`src/rtl/pixel_stream_pkg.sv`:
```
// pixel_stream_pkg: shared FSM state encoding and default image geometry for pixel stream blocks
package pixel_stream_pkg;
   localparam int DEF_IMG_WIDTH  = 640;
   localparam int DEF_IMG_HEIGHT = 480;
   localparam int DEF_DATA_WIDTH = 8;
   typedef logic [1:0] state_t;
   localparam state_t IDLE    = 2'd0;
   localparam state_t COLLECT = 2'd1;
   localparam state_t HOLD    = 2'd2;
   localparam state_t ERROR   = 2'd3;
endpackage

```
`src/rtl/raster_counter.sv`:
```
// raster_counter: raster x/y position plus running linear address of the next pixel
// ports: clk, reset (async active-low), en (advance one pixel), clr (back to origin),
//        x, y, addr (current position), eol/eof (current position is last of line/frame)
module raster_counter #(
   parameter  int W  = 640,
   parameter  int H  = 480,
   localparam int XW = $clog2(W),
   localparam int YW = $clog2(H),
   localparam int AW = $clog2(W * H)
) (
   input  logic          clk,
   input  logic          reset,
   input  logic          en,
   input  logic          clr,
   output logic [XW-1:0] x,
   output logic [YW-1:0] y,
   output logic [AW-1:0] addr,
   output logic          eol,
   output logic          eof
);
   assign eol = x == XW'(W - 1);
   assign eof = eol && y == YW'(H - 1);
   always_ff @(posedge clk or negedge reset)
      if (!reset) {x, y, addr} <= '0;
      else if (clr) {x, y, addr} <= '0;
      else if (en) begin
         x    <= eol ? '0 : x + 1'b1;
         y    <= eof ? '0 : eol ? y + 1'b1 : y;
         addr <= eof ? '0 : addr + 1'b1;
      end
endmodule

```
`src/rtl/frame_collector.sv`:
```
// frame_collector: writes one raster frame from a pixel stream into a linear buffer, then holds it until acked
// ports: clk, reset (async active-low); pixel_in/pixel_in_valid/src_busy from upstream; frame_ack from consumer;
//        wr_addr/wr_data/wr_en/x_out/y_out/sof/eol/eof registered write side; frame_ready; sticky overflow/short_frame
module frame_collector
   import pixel_stream_pkg::*;
#(
   parameter  int IMG_WIDTH  = DEF_IMG_WIDTH,
   parameter  int IMG_HEIGHT = DEF_IMG_HEIGHT,
   parameter  int DATA_WIDTH = DEF_DATA_WIDTH,
   localparam int ADDR_W     = $clog2(IMG_WIDTH * IMG_HEIGHT),
   localparam int X_W        = $clog2(IMG_WIDTH),
   localparam int Y_W        = $clog2(IMG_HEIGHT)
) (
   input  logic                  clk,
   input  logic                  reset,
   input  logic [DATA_WIDTH-1:0] pixel_in,
   input  logic                  pixel_in_valid,
   input  logic                  src_busy,
   input  logic                  frame_ack,
   output logic [ADDR_W-1:0]     wr_addr,
   output logic [DATA_WIDTH-1:0] wr_data,
   output logic                  wr_en,
   output logic [X_W-1:0]        x_out,
   output logic [Y_W-1:0]        y_out,
   output logic                  sof,
   output logic                  eol,
   output logic                  eof,
   output logic                  frame_ready,
   output logic                  overflow,
   output logic                  short_frame
);
   state_t state, next;
   logic busy_q, fell, rose, accept;
   logic [X_W-1:0] c_x;
   logic [Y_W-1:0] c_y;
   logic [ADDR_W-1:0] c_addr;
   logic c_eol, c_eof;
   assign fell = busy_q && !src_busy;
   assign rose = !busy_q && src_busy;
   assign frame_ready = state == HOLD;
   // a source dropping busy aborts the frame unless this very cycle completes it
   assign accept = pixel_in_valid && (state == IDLE || (state == COLLECT && !(fell && !c_eof)));
   always_comb
      next = state == IDLE    ? (accept ? (c_eof ? HOLD : COLLECT) : IDLE)
           : state == COLLECT ? (accept && c_eof ? HOLD : fell ? ERROR : COLLECT)
           : state == HOLD    ? (frame_ack ? IDLE : HOLD)
           :                    (frame_ack || rose ? IDLE : ERROR);
   raster_counter #(.W(IMG_WIDTH), .H(IMG_HEIGHT)) u_cnt (
      .clk  (clk),
      .reset(reset),
      .en   (accept),
      .clr  (state == HOLD || state == ERROR),
      .x    (c_x),
      .y    (c_y),
      .addr (c_addr),
      .eol  (c_eol),
      .eof  (c_eof)
   );
   always_ff @(posedge clk or negedge reset)
      if (!reset) begin
         state       <= IDLE;
         busy_q      <= 1'b0;
         wr_en       <= 1'b0;
         wr_data     <= '0;
         wr_addr     <= '0;
         x_out       <= '0;
         y_out       <= '0;
         sof         <= 1'b0;
         eol         <= 1'b0;
         eof         <= 1'b0;
         overflow    <= 1'b0;
         short_frame <= 1'b0;
      end else begin
         state       <= next;
         busy_q      <= src_busy;
         wr_en       <= accept;
         sof         <= accept && state == IDLE;
         eol         <= accept && c_eol;
         eof         <= accept && c_eof;
         overflow    <= overflow || (state == HOLD && pixel_in_valid);
         short_frame <= short_frame || (state == COLLECT && next == ERROR);
         if (accept) begin
            wr_data <= pixel_in;
            wr_addr <= c_addr;
            x_out   <= c_x;
            y_out   <= c_y;
         end
      end
endmodule
```
`config.mk`:
```
export PLATFORM = sky130hd
export DESIGN_NAME = frame_collector
export DESIGN_NICKNAME = d
export VERILOG_FILES = /design/src/rtl/pixel_stream_pkg.sv /design/src/rtl/raster_counter.sv /design/src/rtl/frame_collector.sv
export SDC_FILE = /design/constraint.sdc
export NUM_CORES = 1
export LEC_CHECK = 0
export BUFFER_PORTS_ARGS = -buffer_cell sky130_fd_sc_hd__buf_2
export CAP_MARGIN = 20
export CORE_MARGIN = 1
export CORE_UTILIZATION = 56
export DETAILED_ROUTE_END_ITERATION = 10
export GPL_TIMING_DRIVEN = 0
export PLACE_DENSITY = 0.75
export SYNTH_ARGS = -nofsm -noshare
export SYNTH_HDL_FRONTEND = slang
export SYNTH_SLANG_ARGS = --single-unit
```
`constraint.sdc`:
```
create_clock -name clk -period 3.1 [get_ports clk]
set_clock_uncertainty 0.1 [all_clocks]
set_input_delay 0.31 -clock clk [delete_from_list [all_inputs] [get_ports clk]]
set_output_delay 0.31 -clock clk [all_outputs]
set_load 0.02 [all_outputs]
```
Word-level counts from Yosys, hierarchy flattened:

Index checks and enable logic that the tools add are counted.

* input bits: 13
* output and inout port bits: 53
* logic and storage cells: 67
* register bits: 93

* add/sub/neg operators: 3
* equal/unequal tests: 6
* reductions and logical operators: 24
* mux-type cells: 19

Operators by type and width (count)
* 19-bit 2-to-1 mux: 3
* 9-bit 2-to-1 mux: 4
* 10-bit 2-to-1 mux: 3
* 19-bit by 1-bit adder with 19-bit output (second input constant): 1
* 2-bit 2-to-1 mux: 9
* 1-bit logical AND: 11
* 10-bit by 1-bit adder with 10-bit output (second input constant): 1
* 10-bit == test (second input constant): 1
* 9-bit by 1-bit adder with 9-bit output (second input constant): 1
* 9-bit == test (second input constant): 1
* 2-bit == test (second input constant): 3
* 1-bit logical OR: 5
* 1-bit zero test: 4
* 3-bit nonzero test: 1
* 2-bit by 1-bit == test with 1-bit output (second input constant): 1
* 2-bit zero test: 1
* 2-bit AND reduction: 1
* 2-bit nonzero test: 1

Depth between registers and ports, before layout:

Gate-level depths: netlist (run 1).

* depth in word-level cells: 15
* depth in mapped cells: 8

By module:

Synthesis (run 1) repeated with hierarchy kept, for this count alone.

* cells, all modules: 342
* area, all modules: 4100.2 sq um

Modules (own cells, without submodules)
* frame_collector: seq. area each 1376.3 sq um, area an instance 2129.5 sq um, instances 1, cells each 126
* raster_counter: seq. area each 950.9 sq um, area an instance 1970.6 sq um, instances 1, cells each 216

Worst setup path after synthesis (run 1):

Ideal clock, no wire load.

* path type: register to register
* start: register u_cnt.y[0]
* end: register x_out[7]
* required time: 2.872 ns
* data arrival time: 2.058 ns
* stages on the path, launching flop included: 9
* slack: 0.815 ns
* library setup time: 0.128 ns
* buffers on the path: 2
* cells stage by stage: dfrtp_1 > ha_1 > nand3b_1 > nor3_4 > a21oi_2 > nor2_2 > buf_4 > buf_6 > mux2_1

* word-level cells in the longest chain between the ends: 8

Ends and longest elaborated chain
* from (decl): line raster_counter.sv:16 `output logic [YW-1:0] y,`
* from (signal assigned): line raster_counter.sv:28 `y <= eof ? '0 : eol ? y + 1'b1 : y;`
* 9-bit == test: line raster_counter.sv:22 `assign eof = eol && y == YW'(H - 1);`
* 1-bit logical AND: line raster_counter.sv:22
* 1-bit zero test: line frame_collector.sv:42 `assign accept = pixel_in_valid && (state == IDLE || (state == COLLECT && !(fell && !c_eof)));`
* 1-bit logical AND: line frame_collector.sv:42
* 1-bit zero test: line frame_collector.sv:42
* 1-bit logical AND: line frame_collector.sv:42
* 1-bit logical OR: line frame_collector.sv:42
* 1-bit logical AND: line frame_collector.sv:42
* to (signal assigned): line frame_collector.sv:66 `x_out <= '0;`
* to (signal assigned): line frame_collector.sv:85 `x_out <= c_x;`
* to (decl): line frame_collector.sv:23 `output logic [X_W-1:0] x_out,`

Every way passes these cells.
A chain may end at the register's enable or synchronous reset.

Worst setup path after layout (run 1):

* start: register u_cnt.y[0]
* end: register wr_addr[4]

* word-level cells in the longest chain between the ends: 8

Ends and longest elaborated chain
* 9-bit == test: line raster_counter.sv:22
* 1-bit logical AND: line raster_counter.sv:22
* 1-bit zero test: line frame_collector.sv:42
* 1-bit logical AND: line frame_collector.sv:42
* 1-bit zero test: line frame_collector.sv:42
* 1-bit logical AND: line frame_collector.sv:42
* 1-bit logical OR: line frame_collector.sv:42
* 1-bit logical AND: line frame_collector.sv:42
* to (signal assigned): line frame_collector.sv:84 `wr_addr <= c_addr;`
* to (decl): line frame_collector.sv:20 `output logic [ADDR_W-1:0] wr_addr,`

Every way passes these cells.

==> results of run 1 <==
## area by class of cell
type	instances	area [um^2]	share of cell area, %
repair buffers	68	375.4	7.730
clock inverters	7	75.07	1.546
well taps	99	123.9	2.551
multi-input cells	239	1720	35.43
clock buffers	9	123.9	2.551
flip-flops and latches	93	2327	47.93
plain buffers	12	76.32	1.572
inverters	9	33.78	0.6957
## final timing paths
check                                             from                         end  slack (ns)  depth (start not counted)
worst min register to register   short_frame$_DFF_PN0_       short_frame$_DFF_PN0_        0.36                          1
min in group asynchronous                        reset        x_out[2]$_DFFE_PN0N_        0.41                          2
worst min-delay path                       pixel_in[0]      wr_data[0]$_DFFE_PN0N_        0.06                          2
worst max register to register  u_cnt.y[0]$_DFFE_PN0P_      wr_addr[4]$_DFFE_PN0N_        0.35                          8
max in group asynchronous                        reset  u_cnt.addr[11]$_DFFE_PN0P_        1.86                          3
worst max-delay path            u_cnt.y[0]$_DFFE_PN0P_      wr_addr[4]$_DFFE_PN0N_        0.35                          8
## worst max-delay path, cell delays in order (launching register included)
cell      delay [ns]
dfrtp_1         0.49
ha_1            0.32
nand3b_1        0.18
nor3_4          0.41
a21oi_2         0.23
nor2_2          0.16
buf_4           0.22
buf_6           0.18
mux2_1          0.33
## metrics by stage
stage	hold WS [ns]	area, um^2	cells
6_report	0.06368	4856	536
5_1_grt	0.05542	4856	536
4_1_cts	0.05436	4856	536
3_5_place_dp	0.2702	4637	518
3_3_place_gp	0.3376	4607	517
2_1_floorplan	-0.08559	4158	353
## cells by family (layout without fill, tap and decap cells)
| family | Yosys count | in the layout |
|---|---|---|
| DFF | 93 | 93 |
| muxes | 46 | 46 |
| and+or+nand+nor | 111 | 111 |
| xor gates and xnor gates | 9 | 9 |
| adders and majority gates | 3 | 3 |
| buffers and inverters | 21 | 105 |
| AOI/OAI and AO/OA | 70 | 70 |
## metal layers
layer  routed length (um)  GRT usage, %  vias to the layer above
li1                     -             -                     1467
met4                   92         7.771                        0
met5                    0             0                        -
met3                  401         5.278                        9
met2                 4077         38.04                       92
met1                 3974         34.60                     1540
## timing repair
item                                    in CTS  in global routing
hold endpoints to repair                    47                  0
endpoints found under the setup margin       0                  0
buffers inserted                             0                  0
gates resized for setup                      0                  0
hold buffers                                 2                  0
## registers in the layout, indices dropped and copies added (netlist names)
name,flops
y_out,9
wr_addr,19
sof,1
short_frame,1
overflow,1
u_cnt.addr,19
eof,1
wr_en,1
wr_data,8
x_out,10
busy_q,1
eol,1
u_cnt.x,10
state,2
u_cnt.y,9
## report_power, final
part	internal, uW	switching, uW
registers	1340	95.0
clock network	375	437
logic	298	551
total	2020	1080
## cells in the final DEF, fill, tap and decap left out, types with 2 or more instances in the layout
master and instances:
clkinvlp_4 3, and3_1 5, and4_1 2, nand4_1 7
a21o_1 5, or3_1 9, a22o_1 6, buf_6 3
mux2_1 40, a31oi_1 2, inv_1 9, o31ai_1 5
nand3b_1 2, a31o_2 2, nor4_1 5, nand3_1 18
o21ai_1 2, nor2b_1 2, ha_1 3, o21bai_1 3
or4_1 4, buf_4 2, dlygate4sd3_1 2, dfrtp_1 93
clkbuf_8 9, o211ai_1 3, o22ai_1 3, a21oi_1 16
xnor2_1 8, buf_2 68, nor3_1 7, o21ai_0 14
clkbuf_1 4, nor2_1 22, nand2_1 19, mux2_2 6
==> metrics.md, run 1 <==
| Metric | Value |
|---|---|
| Slew margin rel. | 59.04% |
| Die width | 88.17 um |
| Top cell type by total area after synthesis | dfrtp_1 |
| Vias in the first global route | 2915 |
| Die Height | 88.17 um |
| Area fraction in compound gates after synthesis | 11.38% |
| Xor and xnor area share after synthesis | 1.896% |
| Layout area overhead | 16.79% |
| Crit path DAT | 2.90 ns |
| Post-synthesis cell area | 4158 um^2 |
| Critical Path Fanout Max | 10 |
| Distinct cells, synth | 52 |
| Top-area cell type share of the netlist area | 55.97% |
| Fmax achieved | 363.2 MHz |
| CTS tree | built |
| Post-synth top cells | dfrtp_1, mux2_1, nor2_1, nand2_1, nand3_1 |
| Ant. Diodes | 0 |
| Die Area | 7773 um^2 |
| Drt first pass iters | 4 |
| DRC Markers | 0 |
| Number of CTS-inserted buffers | 9 |
| Initial antenna violation count | 0 |
| Clk slew on worst S/H paths | 0.09 ns |
| Synth warnings | 0 |
| DRT iter0 DRCs | 208 |
| Number of synthesized register bits | 93 |
| Vias | 3108 |
| Setup TNS | 0 ns |
| Final setup fails | 0 |
| Core Rows | 31 |
| Peak VDD IR | 399.0 uV |
| Worst-margin pin slew | 0.6144 ns |
| Post-DR wirelength/cell | 15.94 um |
| Max Transition Viols Final | 0 |
| CP Class | reg2reg |
| Status | completed |
| Worst skew pair latency | 0.36 ns |
| Pin count of the biggest net entering global routing | 48 |
| Crit end category | register |
| Fin crit period | 2.753 ns |
| Worst min path class | in2reg |
| Pwr/cell area | 638.4 nW/um^2 |
| CTS max path bufs | 2 |
| Grt total ovfl | 0 |
| Layout cells sized above 1 | 23.80% |
| Gr usage total | 24.50% |
| CTS Sinks | 93 |
| DRT Wirelength | 8545 um |
| FILL cells | 588 |
| Data required, critical path | 3.25 ns |
| I/O Buffers | 65 |
| Largest family of logic cells by synthesized area | simple AND/OR/NAND/NOR gates |
| Post-Synth Simple-Gate Area | 14.75% |
| Root buf cell | clkbuf_8 |
| Routability Congestion | 0.8396 |
| Pre-CTS setup slack | 0.3699 ns |
| Final core occ | 67.31% |
| CTS H-tree lvls | 3 |
| Synth area leaders | dfrtp_1, mux2_1, nand3_1, nor2_1, a21oi_1 |
| Most common cell in the netlist | dfrtp_1 |
| Sequential share of the synthesized area | 55.97% |
| Worst setup margin | 0.3467 ns |
| Mux share of post-synthesis cell area | 12.46% |
| Power after layout | 3100 uW |
| Number of synthesized flops with an enable pin | 0 |
| HPWL Detailed | 6003 um |
| Post-Synth Adder-Cell Area | 0.9028% |
| Avg Synthesized Cell Area | 11.78 um^2 |
| CP startpoint kind | register |
| IO Count | 66 |
| Synth Flop Type | dfrtp_1 |
| Final Cycle Share | 88.81% |
| Max_cap viols | 0 |
| Post-synth ARST share | 100.0% |
| Post-Syn Instances | 353 |
| Synthesized net count | 369 |
| ANT nets after route | 0 |
| RSZ-0062 raised after global routing | no |
| First-pass GRT wire length | 14320 um |
| Pleak | 0.002379 uW |
| Final Hold Viols | 0 |
| Final net count | 448 |
| Placeable Area | 7214 um^2 |
| Starting density of the core | 57.63% |
| Post-DR vias/cell | 5.799 |
Note: power is estimated with default switching activity, not from simulation.
==> run 2: changes to the inputs <==
--- a/config.mk
+++ b/config.mk
@@ -5,11 +5,12 @@
 export SDC_FILE = /design/constraint.sdc
 export NUM_CORES = 1
 export LEC_CHECK = 0
-export BUFFER_PORTS_ARGS = -buffer_cell sky130_fd_sc_hd__buf_2
+export ABC_CLOCK_PERIOD_IN_PS = 3100
 export CAP_MARGIN = 20
 export CORE_MARGIN = 1
-export CORE_UTILIZATION = 56
+export CORE_UTILIZATION = 63
 export DETAILED_ROUTE_END_ITERATION = 10
+export DONT_BUFFER_PORTS = 1
 export GPL_TIMING_DRIVEN = 0
 export PLACE_DENSITY = 0.75
 export SYNTH_ARGS = -nofsm -noshare
==> run 2 against run 1 <==
- wire length down 2.8%
- count of clock-buffer cells in the layout rose by 3
- largest cell class unchanged
- flip-flop and latch count unchanged
- global-route usage up 1.5 points
- final cell count is 15% lower
- hold slack worse by 0.012 ns
- via count decreased by 6.8%
- sequential share of layout area rose by 2.9 points
==> metrics.md, run 2 (synthesis results as in run 1) <==
| Metric | Value |
|---|---|
| Status | completed |
| Critical Path Fanout Max | 10 |
| Ant. Diodes | 0 |
| Layout area overhead | 10.20% |
| DRT iter0 DRCs | 222 |
| Drt first pass iters | 4 |
| Critical path launch point | u_cnt.y[0]$_DFFE_PN0P_ |
| CP startpoint kind | register |
| Starting density of the core | 65.48% |
| Final Cycle Share | 89.09% |
| Layout cells sized above 1 | 9.763% |
| Routability Congestion | 0.7977 |
| Die Height | 83.24 um |
| Gr usage total | 25.95% |
| Root buf cell | clkbuf_8 |
| Fin crit period | 2.762 ns |
| Flop pwr share | 51.8% |
| Slew margin rel. | 63.24% |
| Vias | 2898 |
| Crit path DAT | 2.91 ns |
| Worst skew pair latency | 0.36 ns |
| Initial antenna violation count | 0 |
| Die Area | 6928 um^2 |
| Worst Setup EP | wr_data[2]$_DFFE_PN0N_ |
| PostCTS Resize Cnt | 0 |
| Final Hold Viols | 0 |
| RR Startpoint | u_cnt.y[0]$_DFFE_PN0P_ |
| Max_cap viols | 0 |
| Final setup fails | 0 |
| CTS Sinks | 93 |
| Post-DR wirelength/cell | 18.22 um |
| DRC Markers | 0 |
| I/O Buffers | 0 |
| Commonest non-fill, non-tap cell in the layout | dfrtp_1 |
| CP Class | reg2reg |
| Comb power frac | 21.0% |
| Worst r2r path cells | 8 |
| Post-DR vias/cell | 6.355 |
| Internal Power | 1991 uW |
| Pin count of the biggest net entering global routing | 94 |
| Capture point of the worst reg-to-reg path | wr_data[2]$_DFFE_PN0N_ |
| Post-cts hold buffer count | 11 |
| HPWL Detailed | 5442 um |
| Design area | 4582 um^2 |
| IO Count | 66 |
| Vias in the first global route | 2828 |
| Setup TNS | 0 ns |
| Worst-margin pin slew | 0.5514 ns |
| Die width | 83.24 um |
| CTS H-tree lvls | 3 |
| Placed inst area | 4254 um^2 |
| Worst min-delay path startpoint | frame_ack |
| Clk slew on worst S/H paths | 0.09 ns |
| Most frequent cells in the layout | dfrtp_1, mux2_1, nor2_1 |
| Peak VDD IR | 576.6 uV |
| RSZ-0062 raised after global routing | no |
| Clk pwr share | 27.2% |
| Sw power | 1042 uW |
| Final net count | 391 |
| Pwr/cell area | 662.0 nW/um^2 |
| Crit end category | register |
| Max Transition Viols Final | 0 |
| Setup bufs post-CTS | 0 |
| Data required, critical path | 3.25 ns |
| Number of CTS-inserted buffers | 9 |
| ANT nets after route | 0 |
| Grt total ovfl | 0 |
| Pleak | 0.002094 uW |
| Largest regs | u_cnt.addr (19), wr_addr (19) |
| First-pass GRT wire length | 14150 um |
| CTS tree | built |
| CTS max path bufs | 2 |
| Worst min path class | in2reg |
| Fmax achieved | 362.1 MHz |
| Placeable Area | 6350 um^2 |
| Switch share | 34.36% |
| Core Rows | 29 |
| Reg2reg setup slack | 0.34 ns |
| DRT Wirelength | 8310 um |
run 2: layout make-up:
cell class              count  area, um^2
plain buffers              12       76.32
clock buffers              12       155.1
clock inverters             3       45.04
fillers                   454        1768
inverters                   9       33.78
multi-input cells         239        1720
flip-flops and latches     93        2327
well taps                  77       96.34
repair buffers             11       127.6
run 2: how the worst min path moves through the flow:
stage | to | cells after the start
global route | state[1]$_DFF_PN0_ | 2
finish | state[1]$_DFF_PN0_ | 2
CTS | state[1]$_DFF_PN0_ | 2
global placement | wr_data[1]$_DFFE_PN0N_ | 0
detailed placement | wr_data[1]$_DFFE_PN0N_ | 0
floorplan | busy_q$_DFF_PN0_ | 0
run 2: metrics by stage:
step / hold slack (ns) / std cells / total power [uW] / utilization (%) / setup slack (ns)
3_5_place_dp: -0.08393 / 430 / 2191 / 67.00 / 0.3691
6_report: 0.05179 / 456 / 3033 / 72.16 / 0.3381
5_1_grt: 0.04289 / 456 / 3178 / 72.16 / 0.1722
2_1_floorplan: -0.08559 / 353 / 2016 / - / 0.8148
3_3_place_gp: -0.08395 / 430 / 2168 / 67.00 / 0.3957
4_1_cts: 0.03600 / 456 / 3050 / 72.16 / 0.3572
run 2: critical path, stage by stage, from the launching register on:
cell and delay [ns]:
dfrtp_1 0.51, ha_1 0.33, nand3b_1 0.17, nor3_4 0.41
a21oi_2 0.23, nor2_2 0.15, buf_4 0.22, buf_6 0.18
mux2_1 0.34
run 2: power groups by stage:
| stage | registers (uW) | logic (uW) | clock network (uW) |
|---|---|---|---|
| 2_1_floorplan | 1560 | 454 | 0 |
| 3_3_place_gp | 1590 | 579 | 0 |
| 3_5_place_dp | 1590 | 597 | 0 |
| 4_1_cts | 1570 | 637 | 842 |
| 5_1_grt | 1590 | 706 | 880 |
| 6_report | 1570 | 636 | 826 |
run 2: per-layer routing:
| metal | global-route usage [%] | up-vias | share of wire [%] |
|---|---|---|---|
| li1 | - | 1340 | - |
| met1 | 36.67 | 1470 | 46 |
| met2 | 38.67 | 76 | 47 |
| met3 | 7.853 | 12 | 5.5 |
| met4 | 8.464 | 0 | 1.3 |
| met5 | 0 | - | 0 |
